<file path="src/rtl/serial_cmp_pkg.sv">
// Shared definitions for the bit-serial magnitude comparator:
// FSM state encoding and the result codes held between compares.
package serial_cmp_pkg;

  localparam logic [1:0] ST_IDLE = 2'd0;
  localparam logic [1:0] ST_SCAN = 2'd1;
  localparam logic [1:0] ST_DONE = 2'd2;

  typedef enum logic [1:0] {
    IDLE = ST_IDLE,
    SCAN = ST_SCAN,
    DONE = ST_DONE
  } state_t;

  // CMP_NONE covers the window before the first result and while a new scan runs
  localparam logic [1:0] CMP_NONE = 2'd0;
  localparam logic [1:0] CMP_EQ   = 2'd1;
  localparam logic [1:0] CMP_GT   = 2'd2;
  localparam logic [1:0] CMP_LT   = 2'd3;

endpackage

</file>
<file path="src/rtl/bit_cmp_cell.sv">
// Single-bit ordered compare; invert flips the sense for a two's-complement sign bit.
module bit_cmp_cell (
  input  logic a_bit,
  input  logic b_bit,
  input  logic invert,
  output logic bgt,
  output logic blt
);

  logic a_wins;
  logic b_wins;

  assign a_wins = a_bit & ~b_bit;
  assign b_wins = ~a_bit & b_bit;

  assign bgt = invert ? b_wins : a_wins;
  assign blt = invert ? a_wins : b_wins;

endmodule

</file>
<file path="src/rtl/serial_mag_comparator.sv">
// Bit-serial MSB-first magnitude comparator with start/done handshake.
// Optional macro SERIAL_CMP_EARLY_EXIT_EN ends the scan at the first differing bit.
module serial_mag_comparator
  import serial_cmp_pkg::*;
#(
  parameter int WIDTH  = 4,
  parameter bit SIGNED = 1'b0
) (
  input  logic             clk,
  input  logic             rst,
  input  logic             start,
  input  logic [WIDTH-1:0] a,
  input  logic [WIDTH-1:0] b,
  output logic             busy,
  output logic             done,
  output logic             gt,
  output logic             lt,
  output logic             eq
);

  localparam int IW = $clog2(WIDTH);
  localparam logic [IW-1:0] IDX_MSB = IW'(WIDTH - 1);

  state_t          state;
  state_t          state_nxt;
  logic [WIDTH-1:0] a_q;
  logic [WIDTH-1:0] b_q;
  logic [IW-1:0]   idx;
  logic [1:0]      result;
  logic            diff;

  logic a_bit;
  logic b_bit;
  logic invert;
  logic bgt;
  logic blt;
  logic last_bit;

  assign a_bit    = a_q[idx];
  assign b_bit    = b_q[idx];
  assign invert   = SIGNED && (idx == IDX_MSB);
  assign last_bit = (idx == '0);

  bit_cmp_cell u_cell (
    .a_bit  (a_bit),
    .b_bit  (b_bit),
    .invert (invert),
    .bgt    (bgt),
    .blt    (blt)
  );

  always_ff @(posedge clk or posedge rst) begin
    if (rst) begin
      state <= IDLE;
    end else begin
      state <= state_nxt;
    end
  end

  always_comb begin
    state_nxt = state;
    case (state)
      IDLE: begin
        if (start) begin
          state_nxt = SCAN;
        end
      end
      SCAN: begin
`ifdef SERIAL_CMP_EARLY_EXIT_EN
        if (last_bit || (!diff && (bgt || blt))) begin
          state_nxt = DONE;
        end
`else
        if (last_bit) begin
          state_nxt = DONE;
        end
`endif
      end
      DONE: begin
        state_nxt = IDLE;
      end
      default: begin
        state_nxt = IDLE;
      end
    endcase
  end

  // Only the first (most significant) difference decides; diff locks it in
  always_ff @(posedge clk or posedge rst) begin
    if (rst) begin
      a_q    <= '0;
      b_q    <= '0;
      idx    <= IDX_MSB;
      result <= CMP_NONE;
      diff   <= 1'b0;
    end else begin
      case (state)
        IDLE: begin
          if (start) begin
            a_q    <= a;
            b_q    <= b;
            idx    <= IDX_MSB;
            result <= CMP_NONE;
            diff   <= 1'b0;
          end
        end
        SCAN: begin
          if (!diff && bgt) begin
            result <= CMP_GT;
            diff   <= 1'b1;
          end else if (!diff && blt) begin
            result <= CMP_LT;
            diff   <= 1'b1;
          end else if (!diff && last_bit) begin
            result <= CMP_EQ;
          end
          idx <= last_bit ? IDX_MSB : idx - 1'b1;
        end
        default: begin
        end
      endcase
    end
  end

  assign busy = (state != IDLE);
  assign done = (state == DONE);
  assign gt   = (result == CMP_GT);
  assign lt   = (result == CMP_LT);
  assign eq   = (result == CMP_EQ);

endmodule

</file>
<file path="config.mk">
export PLATFORM = sky130hd
export DESIGN_NAME = serial_mag_comparator
export DESIGN_NICKNAME = d
export VERILOG_FILES = /design/src/rtl/serial_cmp_pkg.sv /design/src/rtl/bit_cmp_cell.sv /design/src/rtl/serial_mag_comparator.sv
export SDC_FILE = /design/constraint.sdc
export NUM_CORES = 1
export LEC_CHECK = 0
export ABC_CLOCK_PERIOD_IN_PS = 3900
export CAP_MARGIN = 20
export CORE_UTILIZATION = 45
export DETAILED_ROUTE_END_ITERATION = 7
export PLACE_DENSITY = 0.8
export SLEW_MARGIN = 40
export SYNTH_ARGS = -nofsm -noshare
export SYNTH_HDL_FRONTEND = slang
export SYNTH_HIERARCHICAL = 1
export SYNTH_SLANG_ARGS = --single-unit
</file>
<file path="constraint.sdc">
create_clock -name clk -period 3.9 [get_ports clk]
set_input_delay 0.975 -clock clk [delete_from_list [all_inputs] [get_ports clk]]
set_output_delay 0.975 -clock clk [all_outputs]
set_load 0.03 [all_outputs]
</file>
Yosys cells after proc, flatten, opt, wreduce, memory -nomap -nowiden
Index checks and enable logic that the tools add are counted.
{"block": "word_totals", "reg_bits": 15, "out_inout_bits": 5, "wordCells": 53}
{"block": "classes", "addsub": 1, "order_cmp": 1, "n_eq_ne": 9, "n_mux": 19, "bitwise": 4, "reduce_logical": 13}
{"cell": "$mux 2", "count": 8}
{"cell": "$pmux 2 s2", "count": 3}
{"cell": "$eq 2x2->1 const B", "count": 3}
{"cell": "$reduce_and 2->1", "count": 3}
{"cell": "$reduce_and 3->1", "count": 2}
{"cell": "$mux 1", "count": 5}
{"cell": "$bmux 1 s2", "count": 2}
{"cell": "$eq 2x1->1 const B", "count": 2}
{"cell": "$logic_not 2->1", "count": 2}
{"cell": "$ne 2x2->1 const B", "count": 2}
{"cell": "$ne 4x4->1 const B", "count": 1}
{"cell": "$reduce_bool 2->1", "count": 2}
{"cell": "$logic_and 1x1->1", "count": 3}
{"cell": "$lt 2x3->1 const B", "count": 1}
{"cell": "$ne 3x3->1 const B", "count": 1}
{"cell": "$and 1x1->1", "count": 2}
{"cell": "$not 1->1", "count": 2}
{"cell": "$pmux 1 s2", "count": 1}
{"cell": "$sub 2x1->2 const B", "count": 1}
{"cell": "$logic_not 1->1", "count": 1}

Longest topological paths before layout
{"block": "logic_depth", "depth_word": 8, "mapped_depth": 6}

By module
Netlist, hierarchy kept.
{"module": "serial_mag_comparator", "instances": 1, "cells_per_inst": 61, "area_each_um2": 734.5, "seq_area_each_um2": 377.9}
{"module": "bit_cmp_cell", "instances": 1, "cells_per_inst": 4, "area_each_um2": 33.8, "seq_area_each_um2": 0.0}

Worst setup path before layout
Ideal clock, no wire load.
{"block": "synth_path", "kind": "reg-to-reg", "from": "register idx[0]", "to": "register result[1]", "arrival_time_ns": 1.783, "required_ns": 3.766, "setup_slack_ns": 1.983, "stages_incl_launch_ff": 7, "n_path_buf": 0, "path_cell_list": "dfstp_2 -> mux4_2 -> or2b_1 -> mux2i_1 -> nor3_1 -> o211ai_1 -> nand3_1"}
{"block": "synth_between", "word_cells_on_any_way": 17}
{"element": "start, declared", "line_no": "serial_mag_comparator.sv:28", "text": "logic [IW-1:0] idx;"}
{"element": "start signal, assigned", "line_no": "serial_mag_comparator.sv:117", "text": "idx <= last_bit ? IDX_MSB : idx - 1'b1;"}
{"element": "$bmux 1 s2 (*)", "line_no": "serial_mag_comparator.sv:40", "text": "assign b_bit = b_q[idx];"}
{"element": "$mux 1 (not written as such) (*)", "line_no": "serial_mag_comparator.sv:40"}
{"element": "via b_bit", "line_no": "serial_mag_comparator.sv:33", "text": "logic b_bit;"}
{"element": "$not 1->1 (*)", "line_no": "bit_cmp_cell.sv:13", "text": "assign a_wins = a_bit & ~b_bit;"}
{"element": "$and 1x1->1 (*)", "line_no": "bit_cmp_cell.sv:13"}
{"element": "via bgt", "line_no": "serial_mag_comparator.sv:35", "text": "logic bgt;"}
{"element": "$logic_and 1x1->1 (*)", "line_no": "serial_mag_comparator.sv:108", "text": "if (!diff && bgt) begin"}
{"element": "$ne 4x4->1 (no source line) or $mux 2 (tied branches)"}
{"element": "$reduce_and 3->1 (no source line) or $pmux 2 s2 (tied branches)"}
{"element": "end signal, assigned", "line_no": "serial_mag_comparator.sv:109", "text": "result <= CMP_GT;"}
{"element": "end signal, assigned", "line_no": "serial_mag_comparator.sv:112", "text": "result <= CMP_LT;"}
{"element": "end signal, assigned", "line_no": "serial_mag_comparator.sv:115", "text": "result <= CMP_EQ;"}
{"element": "end, declared", "line_no": "serial_mag_comparator.sv:29", "text": "logic [1:0] result;"}
The timed path passes the listed nets; every way through them passes the cells marked *. The select of a mux whose other input is x is not followed.
A chain may end at the register's enable or synchronous reset.

Worst setup path after layout
{"block": "layout_path", "from": "register state[0]", "to": "output port busy"}
{"block": "layout_between", "elab_chain_cells": 1}
{"element": "start, declared", "line_no": "serial_mag_comparator.sv:24", "text": "state_t state;"}
{"element": "start signal, assigned", "line_no": "serial_mag_comparator.sv:56", "text": "state <= state_nxt;"}
{"element": "$reduce_bool 2->1", "line_no": "serial_mag_comparator.sv:125", "text": "assign busy = (state != IDLE);"}
{"element": "end, declared", "line_no": "serial_mag_comparator.sv:14", "text": "output logic busy,"}
No other way between the ends.

==> results.md <==
- Status: finished, violations left
- Failing checks: design-rule violations
- Vias in the first global route: 556
- Crit-path max FO: 9
- Rel. slew slack: 63.5%
- Worst setup EP type: output port
- Period minus WS final: 2.64 ns
- Syn-to-layout area delta: 24.8%
- Area leader, netlist: dfrtp_1
- Cell Chain, Critical Path: or2_4, clkdlybuf4s50_1
- Final Total Pwr: 0.000797 W
- Pin count of the biggest net entering global routing: 16
- TritonCTS clock tree: yes
- DPL Wire Length: 1.09 mm
- Static leakage: 0.431 nW
- Fmax: 379 MHz
- Unrepaired setup endpoints after global routing: false
- Port-buffer cells: 15
- Cell with the most instances after synthesis: dfrtp_1
- Final Cell Area: 958 µm²
- Initial drt markers: 16
- CTS Hold Bufs: 0
- Initial antenna violation count: 0
- Gpl congestion: 0.786
- Placed Cells: 96
- Layout cells sized above 1: 21.4%
- Via count: 537
- Max Cap Violations: 0
- TritonCTS Sinks: 15
- Die H: 43.3 µm
- Detailed Route WL: 1.36 mm
- Pre-CTS setup slack: 1.57 ns
- CP startpoint kind: flop
- Sequential share of the synthesized area: 49.2%
- Gr busiest metal: met2
- Post-synth EDFFs: 0
- Clock tree buffer depth: 2
- Cell family with most CP delay: buffers and inverters
- Synth top cells by count: 13 x dfrtp_1, 8 x inv_1, 8 x mux2_2
- I/O pins: 16
- CP peak stage delay: 0.60 ns
- Initial core utilization: 49.3%
- GRT Resource Usage Total: 17.3%
- Top FF cell, synth: dfrtp_1
- Per-cell routed wire length: 13.6 µm
- Fin crit share: 67.6%
- Router iterations before antenna repair: 6
- Top post-synthesis cells by area: dfrtp_1 42%, mux2_2 12%, dfstp_2 6.8%, mux4_2 5.9%, mux2i_1 3.9%
- Vias per cell: 5.37
- Final nets: 97
- Die W: 43.3 µm
- Post-layout instance count excluding filler cells: 100
- Post_cts resized: 0
- Met2 usage: 29.7%
- Die area: 1880 µm²
- Least-Margin Pin Slew: 0.548 ns
- CTS Buf Count: 3
- Worst hold path class: reg -> reg
- Row cnt: 14
- Worst vdd ir: 361 µV
- CP arrival: 1.66 ns
- Max Clock Skew: 0.00495 ns
- Max Slew Vio Count: 0
- Setup TNS: 0 ns
- Ant. Diodes: 0
- Clk pin slew, worst setup/hold paths: 0.09 ns
- Avg Cell Area, Syn: 11.8 µm²
- Multi-input gate area: 353 µm²
- Area share of the largest cell type after synthesis: 42.3%
- First-pass GRT wire length: 2.30 mm
- Met1 usage: 20.1%
- Grt met3 use: 2.98%
- Dpl cell area: 931 µm²
- Core box area: 1560 µm²
- Fillers: 121
- Clk root buf: clkbuf_4
- Grt total ovfl: 0
- Residual DRC: 2
- Sequential cell area: 378 µm²
- Number of synthesized register bits: 15
- Worst path bufs/invs: 1
- Cells after Synth: 65
- Setup bufs post-CTS: 0
- Synth warn: 6
- Final setup margin: 1.26 ns
- Asr flop ratio synth: 100%
- CP max-delay cell: clkdlybuf4s50_1
- CTS H-tree lvls: 1
- Syn Std Cell Area: 768 µm²
- Crit Path Category: reg -> out
- CP Data Required Time: 2.92 ns
- Pwr per Cell Area: 831 nW/µm²
- Clock Latency Late Sink: 0.28 ns
- Post-synth cell types: 25
- Final setup violation count: 0
- Post-route ant nets: 0
- Endpoints failing hold: 0
[logic make-up (layout without fill, tap and decap cells)]
group / Yosys count / after routing / synth area share [%]
compound gates: 9 / 9 / 7.98
fa+ha+maj: 1 / 1 / 1.63
buf+inv: 9 / 27 / 5.37
flops: 15 / 15 / 49.2
mux: 13 / 13 / 21.5
other cells: 1 / 2 / 0.488
simple gates: 17 / 17 / 13.8
[worst paths after layout]
path | startpoint | to | slack, ns | cells after the start
worst max-delay path | state[0] | busy | 1.26 | 2
worst min-delay path | b_q[1] | b_q[1] | 0.51 | 1
worst max register to register | idx[0] | result[1] | 1.75 | 6
worst min register to register | b_q[1] | b_q[1] | 0.51 | 1
max in group asynchronous | rst | idx[1] | 2.49 | 2
min in group asynchronous | rst | b_q[0] | 1.04 | 2
[registers in the layout, indices dropped and copies added (netlist names)]
signal	cells
diff	1
idx	2
a_q	4
b_q	4
result	2
state	2
[cell usage in the layout, fill, tap and decap left out, types with 2 or more instances in the layout]
| master | instances |
|---|---|
| nand2_1 | 2 |
| clkbuf_4 | 3 |
| nor3_1 | 2 |
| o21ai_0 | 4 |
| mux2_2 | 8 |
| inv_1 | 8 |
| conb_1 | 2 |
| dfstp_2 | 2 |
| dfrtp_1 | 13 |
| nor2_1 | 4 |
| nor2b_1 | 2 |
| or2b_1 | 2 |
| clkdlybuf4s50_1 | 15 |
| mux2i_1 | 3 |
| mux4_2 | 2 |
[power breakdown]
| group | internal [W] | switching, W | leakage (nW) | total [W] |
|---|---|---|---|---|
| registers | 0.000242 | 0.0000678 | 0.177 | 0.000310 |
| clock network | 0.0000380 | 0.0000489 | 0.0177 | 0.0000869 |
| logic | 0.000207 | 0.000193 | 0.236 | 0.000400 |
| total | 0.000487 | 0.000309 | 0.431 | 0.000797 |
[final cells by class]
type,count,area share (%)
Clock buffer,3,2.35
Multi-Input combinational cell,42,36.8
Timing Repair Buffer,15,15.7
Tap cell,16,2.09
Inverter,8,3.13
Sequential cell,15,39.4
Clock inverter,1,0.522
[stage by stage]
step	hold WS [ns]	utilization [%]
2_1_floorplan	0.475	-
3_3_place_gp	0.489	59.7
3_5_place_dp	0.499	59.7
4_1_cts	0.522	61.5
5_1_grt	0.536	61.5
6_report	0.513	61.5
[metal layers]
layer	up-vias	part of all wire (%)
li1	262	-
met1	259	41
met2	12	54
met3	4	2.3
met4	0	2.5
met5	-	0
Note: power is estimated with default switching activity, not from simulation.
==> edit 1: new RTL, same flow settings <==
Add an input register stage for `start`, `a` and `b`; this delays them by one clock.
--- a/src/rtl/serial_mag_comparator.sv
+++ b/src/rtl/serial_mag_comparator.sv
@@ -20,6 +20,16 @@
 
   localparam int IW = $clog2(WIDTH);
   localparam logic [IW-1:0] IDX_MSB = IW'(WIDTH - 1);
+
+  logic start_q;
+  logic [WIDTH-1:0] a_r;
+  logic [WIDTH-1:0] b_r;
+
+  always_ff @(posedge clk) begin
+    start_q <= start;
+    a_r     <= a;
+    b_r     <= b;
+  end
 
   state_t          state;
   state_t          state_nxt;
@@ -61,7 +71,7 @@
     state_nxt = state;
     case (state)
       IDLE: begin
-        if (start) begin
+        if (start_q) begin
           state_nxt = SCAN;
         end
       end
@@ -96,9 +106,9 @@
     end else begin
       case (state)
         IDLE: begin
-          if (start) begin
-            a_q    <= a;
-            b_q    <= b;
+          if (start_q) begin
+            a_q    <= a_r;
+            b_q    <= b_r;
             idx    <= IDX_MSB;
             result <= CMP_NONE;
             diff   <= 1'b0;
Behaviour: not the same (a bounded check fails within 4 cycles, from zero or initial values and one cycle with rst high).
==> edit 1 against the original RTL <==
Wire length grew 0.15%; setup slack lost 84 ps; clock power up 100%; power is 19% higher; critical path depth increased by 1; synthesized area increased by 20%; combinational power shrank 6.8%; cell area grew 20%; sequential cell count up 9; largest power group is now registers; highest routed layer unchanged.
==> edit 1: results <==
[critical_path]
arrival_ps = 1750
rr_worst_depth = 5
crit_path_max_incr_delay_ps = 680
r2r-start = "idx[1]$_DFFE_PP1P_"
critPathLaunch = "state[1]$_DFFE_PP0P_"
path_max_fanout = 5
r2r_setup_slack_ps = 2020
endpoint = "done"
r2r-end = "result[0]$_DFFE_PP0P_"

[finish]
layout.nets = 99
filler_cell_count = 148

[drt]
vias = 550
routedWlPerCell_um = 12.3
drt_iter0_markers = 7

[hold_path]
hold_path_startpoint = "a_r[3]$_DFF_P_"
holdPathEnd = "a_q[3]$_DFFE_PP0P_"

[synthesis]
synth_top_cells_by_count = "dfrtp_1, dfxtp_1, mux2_1, inv_1, nor2_1"
synth_area_leaders = "dfrtp_1, dfxtp_1, mux2_1"
ys_types = 26

[grt]
grt_pass1_wl_mm = 2.21

[placement]
dpl-instance-area_um2 = 1090
dp_hpwl_mm = 1.02
routabilityCongestion = 0.709

[power_and_ir_drop]
p_leak_uw = 0.000498
switching_share_pct = 33.2
ir_drop_mv = 0.502

[clocking]
path_clk_slew_ps = 120
clk_latency_ps = 310

[sta]
max-slew-margin-rel_pct = 61.9
finClkSkew_ps = 0.817

[outcome]
outcome = "completed"
edit 1: cell count changes in the layout (fill, tap and decap cells not counted), sizes merged, moves of 2 or more:
cell | before | now
nor2b | 2 | 0
nor3b | 0 | 2
a21oi | 0 | 2
dfxtp | 0 | 9
nor3 | 2 | 0
edit 1: area by class of cell:
cell class	count	area, µm²	area share, %
inverters	7	26.3	2.28
clock buffers	3	22.5	1.95
multi-input cells	36	334	29.0
clock inverters	1	30.0	2.61
flip-flops and latches	24	558	48.4
well taps	25	31.3	2.71
repair buffers	15	150	13.0
edit 1: stage by stage:
stage | power, µW | instances
global route | 1010 | 111
floorplan | 676 | 68
detailed placement | 778 | 107
CTS | 954 | 111
global placement | 756 | 107
finish | 948 | 111
edit 1: cells by family (layout without fill, tap and decap cells):
logic type | after synthesis | after routing | synth area share (%)
AOI/OAI and AO/OA | 9 | 9 | 7.21
adders and majority gates | 1 | 1 | 1.36
buffers and inverters | 8 | 26 | 4.08
DFF | 24 | 24 | 60.7
muxes | 12 | 12 | 16.9
other | 1 | 2 | 0.408
and+or+nand+nor | 12 | 12 | 9.39
edit 1: worst max-delay path, delay by kind of cell, from the launching register on:
| kind | cells | cell delay (ps) |
|---|---|---|
| buffers and inverters | 2 | 800 |
| and+or+nand+nor | 1 | 120 |
| DFF | 1 | 510 |
edit 1: layer usage:
metal | share of wire (%) | global-route usage [%] | vias up
li1 | - | - | 267
met1 | 40 | 15.6 | 264
met2 | 54 | 26.9 | 17
met3 | 5.3 | 6.15 | 2
met4 | 1.0 | 5.71 | 0
met5 | 0 | 0 | -
edit 1: power by group through the flow:
stage          sequential [µW]  combinational [µW]  clock, µW
4_1_cts                    399                 377        178
3_5_place_dp               404                 373          0
2_1_floorplan              386                 291          0
6_report                   402                 373        174
3_3_place_gp               399                 356          0
5_1_grt                    414                 409        187
==> edit 2: new RTL, config.mk and constraints unchanged <==
Without the edit above. `SIGNED`: 1'b0 -> 1'b1.
--- a/src/rtl/serial_mag_comparator.sv
+++ b/src/rtl/serial_mag_comparator.sv
@@ -4,7 +4,7 @@
   import serial_cmp_pkg::*;
 #(
   parameter int WIDTH  = 4,
-  parameter bit SIGNED = 1'b0
+  parameter bit SIGNED = 1'b1
 ) (
   input  logic             clk,
   input  logic             rst,
Function: changed (Yosys sat finds a counterexample within 4 cycles, from zero or initial values and one cycle with rst high).
==> edit 2 against the original RTL <==
Non-clock buffer count stayed put; setup slack worse by 45 ps; cell area up 7.3%; sequential cell count is the same; synthesized cell count down 3.1%; synthesized area up 8.3%; die area up 7.9%; sequential share of layout area shrank 2.7 points; wire length grew 9.5%; hold slack gained 8.9 ps; clock skew fell by 1.5 ps; power grew 10%; final cell count rose by 6.0%.
==> edit 2: results <==
[outcome]
outcome = "completed"

[sta]
slew_viol_final = 0
worst_pin_slew_ps = 568
finClkSkew_ps = 3.45

[synthesis]
seq_area_frac_synth_pct = 45.4
syn_inst = 63
ys_warn_count = 6
synthArstFlopShare_pct = 100
ys_types = 29
synth_area_leaders = "dfrtp_1, mux2_4, dfstp_2"
synth_top_cells_by_count = "dfrtp_1, mux2_4, inv_1, a21oi_1, nor2_1"
yosys.area.top_type_share_pct = 39.1
syn_nets = 76
synth_enable_flop_cells = 0

[drt]
routed_wl_mm = 1.49
routedWlPerCell_um = 14.1
drt_iter0_markers = 13
drt_pre_antenna_iters = 4
vias_per_cell = 5.13

[placement]
pre_cts_slack_ps = 1530
dp_cells = 102
dpl-instance-area_um2 = 1000
io_buffers = 15
routabilityCongestion = 0.731
dp_hpwl_mm = 1.04

[clocking]
path_clk_slew_ps = 90
clk_latency_ps = 280
cts_resized = 0
cts_buffers = 3
htreeDepth = 1
clockRootBuffer = "clkbuf_4"
cts_buffer_depth = 2
post_cts_buffers = 0

[grt]
grt_antenna_before_repair = 0
grt_pass1_wl_mm = 2.62
grt_max_degree = 16
first_global_vias = 565
grt_use_total_pct = 18.8

[finish]
top_regs = "a_q (4), b_q (4)"
drive_gt1_share_pct = 28.4
diodes = 0
layout.nets = 95

[critical_path]
crit_family = "buffers and inverters"
arrival_ps = 1710
cp_num_buf_inv = 1
cpMaxStageDelayCell = "clkdlybuf4s50_1"
rr_worst_depth = 6
path_max_fanout = 9
crit_path_max_incr_delay_ps = 660

[hold_path]
hp-class = "register to register"
hold_depth = 1

[power_and_ir_drop]
p_leak_uw = 0.000460
ir_drop_mv = 0.395
-- edit 2: cell count changes in the layout (fill, tap and decap cells not counted), moves of 2 or more --
cell	change
a21oi_1	+3
a22oi_1	+2
conb_1	-2
inv_1	-2
mux2_2	-8
mux2_4	+8
o21ai_0	-2
-- edit 2: layer usage --
layer	GRT usage [%]	wire length, µm	up-vias
met1	24.1	699	272
met3	3.60	31	2
met5	0	0	-
met4	9.09	9	0
li1	-	-	257
met2	30.4	752	13
-- edit 2: final cells by class --
| cell class | instances | area [µm²] |
|---|---|---|
| inverters | 6 | 22.5 |
| fillers | 149 | 698 |
| multi-input cells | 41 | 420 |
| repair buffers | 15 | 150 |
| well taps | 25 | 31.3 |
| clock buffers | 4 | 26.3 |
| flip-flops and latches | 15 | 378 |
-- edit 2: kinds of logic (layout without fill, tap and decap cells) --
group	count (synthesis)	count (layout)	synth area share, %
mux	12	12	22.3
buf+inv	7	25	4.06
simple gates	16	16	15.2
flops	15	15	45.4
compound gates	11	11	10.1
fa+ha+maj	2	2	3.01
-- edit 2: where the power goes --
group          internal, µW  switching [µW]  total [µW]
Sequential              241            79.1         320
Combinational           265             204         469
Clock                  39.7            50.4        90.1
Total                   546             333         879
-- edit 2: final timing paths --
kind | from | to | slack [ps]
setup / recovery | state[0]$_DFFE_PP0P_ | busy | 1220
min in group asynchronous | rst | b_q[1]$_DFFE_PP0P_ | 1040
hold reg to reg | b_q[1]$_DFFE_PP0P_ | b_q[1]$_DFFE_PP0P_ | 520
hold / removal | b_q[1]$_DFFE_PP0P_ | b_q[1]$_DFFE_PP0P_ | 520
setup reg to reg | idx[0]$_DFFE_PP1P_ | result[0]$_DFFE_PP0P_ | 1640
max in group asynchronous | rst | idx[1]$_DFFE_PP1P_ | 2480
